File: src/rtl/sys_ctrl.sv
// sys_ctrl: machine-mode SYSTEM-instruction controller at the decode/execute boundary.
// Executes CSR read-modify-write ops, ECALL/EBREAK traps, MRET and WFI, takes the
// external interrupt, and issues PC redirects to fetch. Holds mstatus, mie, mip,
// mtvec, mscratch, mepc and mcause.
// Ports:
//   CLK, RSTn             clock, asynchronous active-low reset
//   I_VALID/I_READY       instruction handshake (SYSTEM opcode only)
//   I_INSTR, I_PC         instruction word and its PC
//   I_RS1_DATA            rs1 register value
//   IRQ_EXT               level external interrupt
//   O_RD_WE/ADDR/DATA     register-file write of the old CSR value (1-cycle pulse)
//   O_REDIRECT/_PC        fetch restart pulse and target
//   O_BUSY                controller not idle
module sys_ctrl #(
  parameter logic [31:0] MTVEC_RESET = 32'h0000_0100
) (
  input  logic        CLK,
  input  logic        RSTn,
  input  logic        I_VALID,
  output logic        I_READY,
  input  logic [31:0] I_INSTR,
  input  logic [31:0] I_PC,
  input  logic [31:0] I_RS1_DATA,
  input  logic        IRQ_EXT,
  output logic        O_RD_WE,
  output logic [4:0]  O_RD_ADDR,
  output logic [31:0] O_RD_DATA,
  output logic        O_REDIRECT,
  output logic [31:0] O_REDIRECT_PC,
  output logic        O_BUSY
);

  localparam logic [11:0] CSR_MSTATUS  = 12'h300;
  localparam logic [11:0] CSR_MIE      = 12'h304;
  localparam logic [11:0] CSR_MTVEC    = 12'h305;
  localparam logic [11:0] CSR_MSCRATCH = 12'h340;
  localparam logic [11:0] CSR_MEPC     = 12'h341;
  localparam logic [11:0] CSR_MCAUSE   = 12'h342;
  localparam logic [11:0] CSR_MIP      = 12'h344;

  localparam logic [31:0] INSTR_ECALL  = 32'h0000_0073;
  localparam logic [31:0] INSTR_EBREAK = 32'h0010_0073;
  localparam logic [31:0] INSTR_MRET   = 32'h3020_0073;
  localparam logic [31:0] INSTR_WFI    = 32'h1050_0073;

  typedef enum logic [1:0] {S_IDLE, S_EXEC, S_TRAP, S_WFI} state_t;
  typedef enum logic [2:0] {K_CSR, K_ECALL, K_EBREAK, K_MRET, K_WFI, K_ILL} kind_t;

  state_t      state_q, state_d;
  kind_t       kind_q, kind_d;
  logic        mstatus_mie_q, mstatus_mie_d;
  logic        mstatus_mpie_q, mstatus_mpie_d;
  logic        mie_meie_q, mie_meie_d;
  logic        mip_meip_q;
  logic [31:0] mtvec_q, mtvec_d;
  logic [31:0] mscratch_q, mscratch_d;
  logic [31:0] mepc_q, mepc_d;
  logic [31:0] mcause_q, mcause_d;
  logic [31:0] pc_q, pc_d;
  logic [11:0] csr_addr_q, csr_addr_d;
  logic        csr_we_q, csr_we_d;
  logic [31:0] csr_wval_q, csr_wval_d;
  logic        rd_we_q, rd_we_d;
  logic [4:0]  rd_addr_q, rd_addr_d;
  logic [31:0] rd_data_q, rd_data_d;
  logic        redir_q, redir_d;
  logic [31:0] redir_pc_q, redir_pc_d;

  // Decode of the presented instruction.
  logic [2:0]  dec_f3;
  logic [11:0] dec_csr;
  logic [4:0]  dec_rs1, dec_rd;
  logic [31:0] dec_src, dec_old, dec_wval;
  logic        dec_known, dec_wr;
  kind_t       dec_kind;
  logic        irq_take, accept;

  always_comb begin
    dec_f3    = I_INSTR[14:12];
    dec_csr   = I_INSTR[31:20];
    dec_rs1   = I_INSTR[19:15];
    dec_rd    = I_INSTR[11:7];
    dec_src   = dec_f3[2] ? {27'd0, dec_rs1} : I_RS1_DATA;
    dec_known = 1'b1;
    dec_old   = '0;
    case (dec_csr)
      CSR_MSTATUS:  dec_old = {19'd0, 2'b11, 3'd0, mstatus_mpie_q, 3'd0, mstatus_mie_q, 3'd0};
      CSR_MIE:      dec_old = {20'd0, mie_meie_q, 11'd0};
      CSR_MTVEC:    dec_old = mtvec_q;
      CSR_MSCRATCH: dec_old = mscratch_q;
      CSR_MEPC:     dec_old = mepc_q;
      CSR_MCAUSE:   dec_old = mcause_q;
      CSR_MIP:      dec_old = {20'd0, mip_meip_q, 11'd0};
      default:      dec_known = 1'b0;
    endcase
    // Set/clear with rs1 field zero are pure reads.
    dec_wr = (dec_f3[1:0] == 2'b01) || (dec_rs1 != 5'd0);
    case (dec_f3[1:0])
      2'b01:   dec_wval = dec_src;
      2'b10:   dec_wval = dec_old | dec_src;
      default: dec_wval = dec_old & ~dec_src;
    endcase
    if (I_INSTR == INSTR_ECALL)       dec_kind = K_ECALL;
    else if (I_INSTR == INSTR_EBREAK) dec_kind = K_EBREAK;
    else if (I_INSTR == INSTR_MRET)   dec_kind = K_MRET;
    else if (I_INSTR == INSTR_WFI)    dec_kind = K_WFI;
    else if (I_INSTR[6:0] != 7'b1110011 || dec_f3[1:0] == 2'b00 || !dec_known ||
             (dec_csr == CSR_MIP && dec_wr))
      dec_kind = K_ILL;
    else
      dec_kind = K_CSR;
  end

  assign irq_take = IRQ_EXT && mstatus_mie_q && mie_meie_q && I_VALID;
  assign I_READY  = (state_q == S_IDLE) && !irq_take;
  assign accept   = I_VALID && I_READY;

  // Result outputs are registered at accept so they pulse during EXEC; the CSR
  // side effects are applied at the end of EXEC from the captured operands.
  always_comb begin
    state_d        = state_q;
    kind_d         = kind_q;
    mstatus_mie_d  = mstatus_mie_q;
    mstatus_mpie_d = mstatus_mpie_q;
    mie_meie_d     = mie_meie_q;
    mtvec_d        = mtvec_q;
    mscratch_d     = mscratch_q;
    mepc_d         = mepc_q;
    mcause_d       = mcause_q;
    pc_d           = pc_q;
    csr_addr_d     = csr_addr_q;
    csr_we_d       = csr_we_q;
    csr_wval_d     = csr_wval_q;
    rd_we_d        = 1'b0;
    rd_addr_d      = rd_addr_q;
    rd_data_d      = rd_data_q;
    redir_d        = 1'b0;
    redir_pc_d     = redir_pc_q;
    case (state_q)
      S_IDLE: begin
        if (irq_take) begin
          mepc_d     = {I_PC[31:2], 2'b00};
          mcause_d   = 32'h8000_000B;
          redir_d    = 1'b1;
          redir_pc_d = mtvec_q;
          state_d    = S_TRAP;
        end else if (accept) begin
          kind_d     = dec_kind;
          pc_d       = I_PC;
          csr_addr_d = dec_csr;
          csr_we_d   = dec_wr;
          csr_wval_d = dec_wval;
          if (dec_kind == K_CSR) begin
            rd_we_d   = (dec_rd != 5'd0);
            rd_addr_d = dec_rd;
            rd_data_d = dec_old;
          end
          if (dec_kind == K_MRET) begin
            redir_d    = 1'b1;
            redir_pc_d = mepc_q;
          end
          state_d = S_EXEC;
        end
      end
      S_EXEC: begin
        state_d = S_IDLE;
        case (kind_q)
          K_CSR: begin
            if (csr_we_q) begin
              case (csr_addr_q)
                CSR_MSTATUS: begin
                  mstatus_mie_d  = csr_wval_q[3];
                  mstatus_mpie_d = csr_wval_q[7];
                end
                CSR_MIE:      mie_meie_d = csr_wval_q[11];
                CSR_MTVEC:    mtvec_d    = {csr_wval_q[31:2], 2'b00};
                CSR_MSCRATCH: mscratch_d = csr_wval_q;
                CSR_MEPC:     mepc_d     = {csr_wval_q[31:2], 2'b00};
                CSR_MCAUSE:   mcause_d   = csr_wval_q;
                default: ;
              endcase
            end
          end
          K_MRET: begin
            mstatus_mie_d  = mstatus_mpie_q;
            mstatus_mpie_d = 1'b1;
          end
          K_WFI: state_d = S_WFI;
          default: begin
            mepc_d     = {pc_q[31:2], 2'b00};
            mcause_d   = (kind_q == K_ECALL)  ? 32'd11 :
                         (kind_q == K_EBREAK) ? 32'd3  : 32'd2;
            redir_d    = 1'b1;
            redir_pc_d = mtvec_q;
            state_d    = S_TRAP;
          end
        endcase
      end
      S_TRAP: begin
        mstatus_mpie_d = mstatus_mie_q;
        mstatus_mie_d  = 1'b0;
        state_d        = S_IDLE;
      end
      S_WFI: begin
        if (IRQ_EXT && mie_meie_q) begin
          redir_d    = 1'b1;
          redir_pc_d = pc_q + 32'd4;
          state_d    = S_IDLE;
        end
      end
      default: state_d = S_IDLE;
    endcase
  end

  always_ff @(posedge CLK or negedge RSTn) begin
    if (!RSTn) begin
      state_q        <= S_IDLE;
      kind_q         <= K_ILL;
      mstatus_mie_q  <= 1'b0;
      mstatus_mpie_q <= 1'b0;
      mie_meie_q     <= 1'b0;
      mip_meip_q     <= 1'b0;
      mtvec_q        <= {MTVEC_RESET[31:2], 2'b00};
      mscratch_q     <= '0;
      mepc_q         <= '0;
      mcause_q       <= '0;
      pc_q           <= '0;
      csr_addr_q     <= '0;
      csr_we_q       <= 1'b0;
      csr_wval_q     <= '0;
      rd_we_q        <= 1'b0;
      rd_addr_q      <= '0;
      rd_data_q      <= '0;
      redir_q        <= 1'b0;
      redir_pc_q     <= '0;
    end else begin
      state_q        <= state_d;
      kind_q         <= kind_d;
      mstatus_mie_q  <= mstatus_mie_d;
      mstatus_mpie_q <= mstatus_mpie_d;
      mie_meie_q     <= mie_meie_d;
      mip_meip_q     <= IRQ_EXT;
      mtvec_q        <= mtvec_d;
      mscratch_q     <= mscratch_d;
      mepc_q         <= mepc_d;
      mcause_q       <= mcause_d;
      pc_q           <= pc_d;
      csr_addr_q     <= csr_addr_d;
      csr_we_q       <= csr_we_d;
      csr_wval_q     <= csr_wval_d;
      rd_we_q        <= rd_we_d;
      rd_addr_q      <= rd_addr_d;
      rd_data_q      <= rd_data_d;
      redir_q        <= redir_d;
      redir_pc_q     <= redir_pc_d;
    end
  end

  assign O_RD_WE       = rd_we_q;
  assign O_RD_ADDR     = rd_addr_q;
  assign O_RD_DATA     = rd_data_q;
  assign O_REDIRECT    = redir_q;
  assign O_REDIRECT_PC = redir_pc_q;
  assign O_BUSY        = (state_q != S_IDLE);

endmodule

File: config.mk
export PLATFORM = sky130hd
export DESIGN_NAME = sys_ctrl
export DESIGN_NICKNAME = d
export VERILOG_FILES = /design/src/rtl/sys_ctrl.sv
export SDC_FILE = /design/constraint.sdc
export NUM_CORES = 1
export LEC_CHECK = 0
export BUFFER_PORTS_ARGS = -buffer_cell sky130_fd_sc_hd__buf_2
export CORE_MARGIN = 8
export CORE_UTILIZATION = 30
export DETAILED_ROUTE_END_ITERATION = 10
export PLACE_DENSITY = 0.56
export SYNTH_ARGS = -nofsm -noshare
export SYNTH_HDL_FRONTEND = slang
export SYNTH_SLANG_ARGS = --single-unit
export TNS_END_PERCENT = 100
File: constraint.sdc
create_clock -name CLK -period 3 [get_ports CLK]
set_input_delay 0.3 -clock CLK [delete_from_list [all_inputs] [get_ports CLK]]
set_output_delay 0.3 -clock CLK [all_outputs]
set_load 0.02 [all_outputs]
# ---- Yosys cells after proc, flatten, opt, wreduce, memory -nomap -nowiden
# Cells that the tools add are included.
dict set report op_classes {
  eq_ne 39
  reduce_logical 37
  mux 50
  addsub 1
  bitwise 4
}
# cell count
set ops {}
lappend ops {{32-bit two-way mux} 12}
lappend ops {{32-bit one-hot mux with 2 select lines} 5}
lappend ops {{32-bit one-hot mux with 7 select lines} 1}
lappend ops {{12-bit by 10-bit == test with 1-bit output (second input constant)} 13}
lappend ops {{32-bit one-hot mux with 3 select lines} 1}
lappend ops {{32-bit by 3-bit adder with 32-bit output (second input constant)} 1}
lappend ops {{32-bit bitwise AND} 1}
lappend ops {{32-bit by 21-bit == test with 1-bit output (second input constant)} 1}
lappend ops {{32-bit by 29-bit == test with 1-bit output (second input constant)} 1}
lappend ops {{32-bit by 30-bit == test with 1-bit output (second input constant)} 1}
lappend ops {{32-bit by 7-bit == test with 1-bit output (second input constant)} 1}
lappend ops {{32-bit inverter} 1}
lappend ops {{32-bit bitwise OR} 1}
lappend ops {{4-bit AND reduction} 5}
lappend ops {{1-bit two-way mux} 15}
lappend ops {{3-bit two-way mux} 5}
lappend ops {{5-bit AND reduction} 3}
lappend ops {{3-bit by 2-bit inequality test with 1-bit output (second input constant)} 4}
lappend ops {{5-bit nonzero test} 2}
lappend ops {{3-bit by 2-bit == test with 1-bit output (second input constant)} 3}
lappend ops {{3-bit inequality test (second input constant)} 3}
lappend ops {{2-bit inequality test (second input constant)} 4}
lappend ops {{1-bit one-hot mux with 2 select lines} 4}
lappend ops {{2-bit one-hot mux with 4 select lines} 1}
lappend ops {{other kinds (22)} 42}
dict set report totals {
  ff_bits 283
  out_inout_bits 73
  input_bits 100
}

# ---- Longest topological paths before layout
dict set report logic_depth {
  ltp_word 16
  depth_mapped 9
  ltp_nobuf 7
}

# ---- Worst setup path after synthesis
# OpenSTA, ideal clock, no wires.
dict set report synth_path {
  path_kind {register to register}
  startpoint {register state_q[0]}
  endpoint {register redir_pc_q[10] (netlist: O_REDIRECT_PC[10])}
  path_slack_ps 722
  arrival_time_ps 2153
  setup_ps 125
  synth_period_minus_slack_ps 2278
  required_time_ps 2875
  path_stages_with_launch 9
  cell_sequence {dfrtp_1 -> inv_1 -> ha_1 -> inv_1 -> a2bb2oi_1 -> nand3_1 -> a21oi_2 -> buf_2 -> mux2_2}
}
dict set report synth_between {
  elab_chain_len 5
}
# item line
set synth_rtl {}
lappend synth_rtl {{from (decl)} 49} ;# state_t state_q, state_d;
lappend synth_rtl {{from (signal assigned)} 237} ;# state_q <= state_d;
lappend synth_rtl {{2-bit logical NOT} {115, 139}}
lappend synth_rtl {{1-bit logical AND} 115} ;# assign I_READY = (state_q == S_IDLE) && !irq_take;
lappend synth_rtl {{1-bit logical AND} 116} ;# assign accept = I_VALID && I_READY;
lappend synth_rtl {{3-bit inequality test (no line)} -}
lappend synth_rtl {{5-bit AND reduction (no line)} -}
lappend synth_rtl {{to (signal assigned)} 255} ;# redir_pc_q <= redir_pc_d;
lappend synth_rtl {{to (decl)} 67} ;# logic [31:0] redir_pc_q, redir_pc_d;
# Several ways; a longest one is shown, not always the timed one.
# A chain may end at the register's enable or synchronous reset.

# ---- Worst setup path after layout
dict set report layout_path {
  startpoint {input I_INSTR[8]}
  endpoint {register redir_pc_q[29] (netlist: O_REDIRECT_PC[29])}
}
dict set report layout_between {
  elab_chain_len 8
}
# item line
set layout_rtl {}
lappend layout_rtl {{from (decl)} 21} ;# input logic [31:0] I_INSTR,
lappend layout_rtl {{32-bit by 29-bit == test with 1-bit output} 106} ;# else if (I_INSTR == INSTR_WFI) dec_kind = K_WFI;
lappend layout_rtl {{3-bit two-way mux} 106}
lappend layout_rtl {{3-bit two-way mux} 105} ;# else if (I_INSTR == INSTR_MRET) dec_kind = K_MRET;
lappend layout_rtl {{3-bit two-way mux} 104} ;# else if (I_INSTR == INSTR_EBREAK) dec_kind = K_EBREAK;
lappend layout_rtl {{3-bit two-way mux (*)} 103} ;# if (I_INSTR == INSTR_ECALL) dec_kind = K_ECALL;
lappend layout_rtl {{3-bit by 2-bit == test with 1-bit output (*)} 158} ;# if (dec_kind == K_MRET) begin
lappend layout_rtl {{3-bit by 2-bit inequality test with 1-bit output (no line) (*)} -}
lappend layout_rtl {{5-bit AND reduction (no line) (*)} -}
# Every way passes the cells marked *; elsewhere a longest branch is shown, timed or not.

==> flow_metrics.py <==
metrics = {
    "status": {
        "status": "finished clean",
    },
    "cts": {
        "cts_buffer_depth": 3,
        "clkTransAtPathRegs_ps": 60,
        "numCtsBuffers": 31,
        "cts-htree-levels": 1,
        "root_buffer": "clkbuf_16",
        "post_cts_buffers": 0,
        "cts-resized-gates": 0,
        "cts.sinks": 281,
        "tritoncts": "done",
        "hold_buffers": 48,
        "clk_latency_ps": 600,
    },
    "place": {
        "dp_hpwl_um": 37230,
        "port_buffers": 172,
        "dpl.cell_count": 2278,
        "place.gp.congestion": 0.8963,
    },
    "floorplanning": {
        "die_area_mm2": 0.05709,
        "rows": 81,
        "coreArea_mm2": 0.04905,
        "die-height_um": 238.9,
        "initial_core_util_pct": 30.40,
        "die_x_um": 238.9,
        "ioPinCount": 173,
    },
    "detailed_routing": {
        "drcViolationCount": 0,
        "routed_wl_um": 53520,
        "drt_iter0_drc": 1035,
        "vias": 12810,
        "viasPerCell": 5.375,
        "ant_nets": 0,
        "wl_per_cell_um": 22.45,
        "firstDrtPassIters": 6,
    },
    "flow_run": {
        "maxCapViolations": 0,
    },
    "pwr": {
        "p_per_area_mw_per_mm2": 899.7,
        "ir_drop_v": 0.0005878,
        "leakage_nw": 8.104,
        "finalPower_w": 0.01649,
    },
    "yosys": {
        "avgSynthCellArea_um2": 9.901,
        "synth_area_leaders": "dfrtp_1, mux2_2, nand2_1, mux2i_1, o21ai_0",
        "synth_largest_area_cell": "dfrtp_1",
        "ys_ff_latch": 281,
        "ys_async_sr_fraction_pct": 100.0,
        "synth-main-ff-cell": "dfrtp_1",
        "yosysMostFrequentCell": "dfrtp_1",
        "synthCells": 1506,
        "synth_cell_types": 75,
        "ys_warn_count": 0,
        "synthTopCellsByCount": "dfrtp_1, nand2_1, mux2_2",
        "synth.cell_area_mm2": 0.01491,
        "syn_nets": 1614,
        "synth.top_cell.area_share_pct": 46.66,
        "synth_edf_count": 0,
        "ys_seq_area_share_pct": 47.18,
    },
    "cells_and_area": {
        "antenna_cells": 0,
        "syn2layout_area_growth_pct": 22.91,
        "fin_nets": 1803,
        "fin_cells": 2384,
        "fin_util_pct": 37.36,
        "drive_gt1_share_pct": 26.69,
    },
    "sta": {
        "holdWs_ps": 26.33,
        "setup_tns_ps": 0,
        "max_freq_mhz": 377.5,
        "clock_skew_ps": 28.48,
        "min_period_over_period_pct": 88.30,
        "slew_headroom_pct": 26.37,
        "hold_viol_final": 0,
        "drv_slew": 0,
        "worst_slew_pin_slew_ps": 1102,
        "period_minus_slack_ps": 2649,
        "rsz0062_at_grt": "no",
        "setup_viol": 0,
    },
    "critical_path": {
        "reg2reg_depth": 6,
        "ff2ff_setup_slack_ps": 410,
        "crit_path_end_kind": "flop",
        "worstSetupPathType": "input port to flop",
        "critPathLaunch": "I_INSTR[8]",
        "r2r_end": "mcause_q[0]",
        "endpoint": "O_REDIRECT_PC[29]",
        "reg2reg_from": "csr_addr_q[3]",
        "cp.required_ps": 3470,
        "start_kind": "input port",
        "cp_max_fo": 32,
        "crit_arrival_ps": 3120,
    },
    "grt": {
        "use_met1_pct": 23.33,
        "overflow": 0,
        "grt_pass1_wl_um": 81640,
        "grt_use_met3_pct": 2.709,
        "use_met2_pct": 31.80,
        "grt_usage_pct": 18.27,
        "antenna_found_initial": 1,
        "top_usage_layer": "met2",
        "grt_max_degree": 93,
        "grt_pass1_vias": 13050,
    },
    "worst_hold_path": {
        "hp-class": "input port to flop",
    },
}
layout make-up:
| class | count | area, um^2 |
|---|---|---|
| clock inverters | 14 | 190.2 |
| flip-flops and latches | 281 | 7036 |
| multi-input cells | 1085 | 7367 |
| inverters | 31 | 116.4 |
| fillers | 4903 | 30730 |
| clock buffers | 44 | 934.6 |
| repair buffers | 265 | 1852 |
| well taps | 664 | 830.8 |
cells by family (layout without fill, tap and decap cells):
group                      after synthesis  in the layout  synth area share, %
muxes                                  219            219                16.06
AOI/OAI and AO/OA                      357            357                15.92
buffers and inverters                  140            354                4.095
DFF                                    281            281                47.18
adders and majority gates                8              8               0.6713
xor gates and xnor gates                14             14               0.8224
and+or+nand+nor                        487            487                15.25
metal layers:
layer | up-vias | routed length [um]
met5 | - | 13
met3 | 98 | 2985
met4 | 2 | 1548
met2 | 438 | 26560
li1 | 5841 | -
met1 | 6434 | 22420
critical path, stage by stage:
cell and delay, ps:
dlygate4sd3_1 550, buf_2 130, or4_1 570, nor3b_1 320
nand4_1 360, a21oi_4 280, buf_12 220, mux2_2 360
where the power goes:
part | switching, W | internal (W)
logic | 0.00364 | 0.00252
clock network | 0.00166 | 0.00251
registers | 0.00126 | 0.00490
total | 0.00656 | 0.00993
registers in the layout, summed over array words and instances (netlist names), 2 cells and up:
signal         count
state_q            2
O_RD_ADDR          5
mtvec_q           30
O_REDIRECT_PC     32
csr_addr_q        12
O_RD_DATA         32
csr_wval_q        32
mepc_q            30
kind_q             3
mscratch_q        32
mcause_q          32
pc_q              32
cells in the final DEF (no fill, tap or decap), types with 16 or more instances in the layout:
cell,netlist,routed
o21ai_1,29,29
dlygate4sd3_1,0,48
inv_1,31,31
buf_4,3,32
nor3_1,23,22
dfrtp_1,278,278
o21ai_0,80,80
buf_2,29,171
nand4_1,16,16
a22oi_1,53,53
a21oi_1,66,66
clkbuf_16,0,31
mux2_2,156,156
mux2i_1,57,57
nor2_1,75,71
nand2_1,247,247
a2bb2oi_1,19,19
nand3_1,37,36
a221oi_1,16,16
worst min-delay path by stage:
stage | from | end | slack, ps | cells past startpoint
4_1_cts | I_RS1_DATA[9] | csr_wval_q[9] | 8 | 3
6_report | I_PC[26] | pc_q[26] | 30 | 3
5_1_grt | I_PC[26] | pc_q[26] | 10 | 3
3_3_place_gp | RSTn | csr_wval_q[22] | 280 | 1
2_1_floorplan | RSTn | O_RD_ADDR[0] | 4 | 0
3_5_place_dp | RSTn | csr_wval_q[22] | 280 | 1
metrics by stage:
stage	setup slack, ps	cell area (um^2)
floorplan	722.0	14910
global placement	378.4	16720
detailed placement	360.6	16720
CTS	414.5	18330
global route	307.0	18330
finish	351.0	18330
Power figures use the tool's default switching activity.
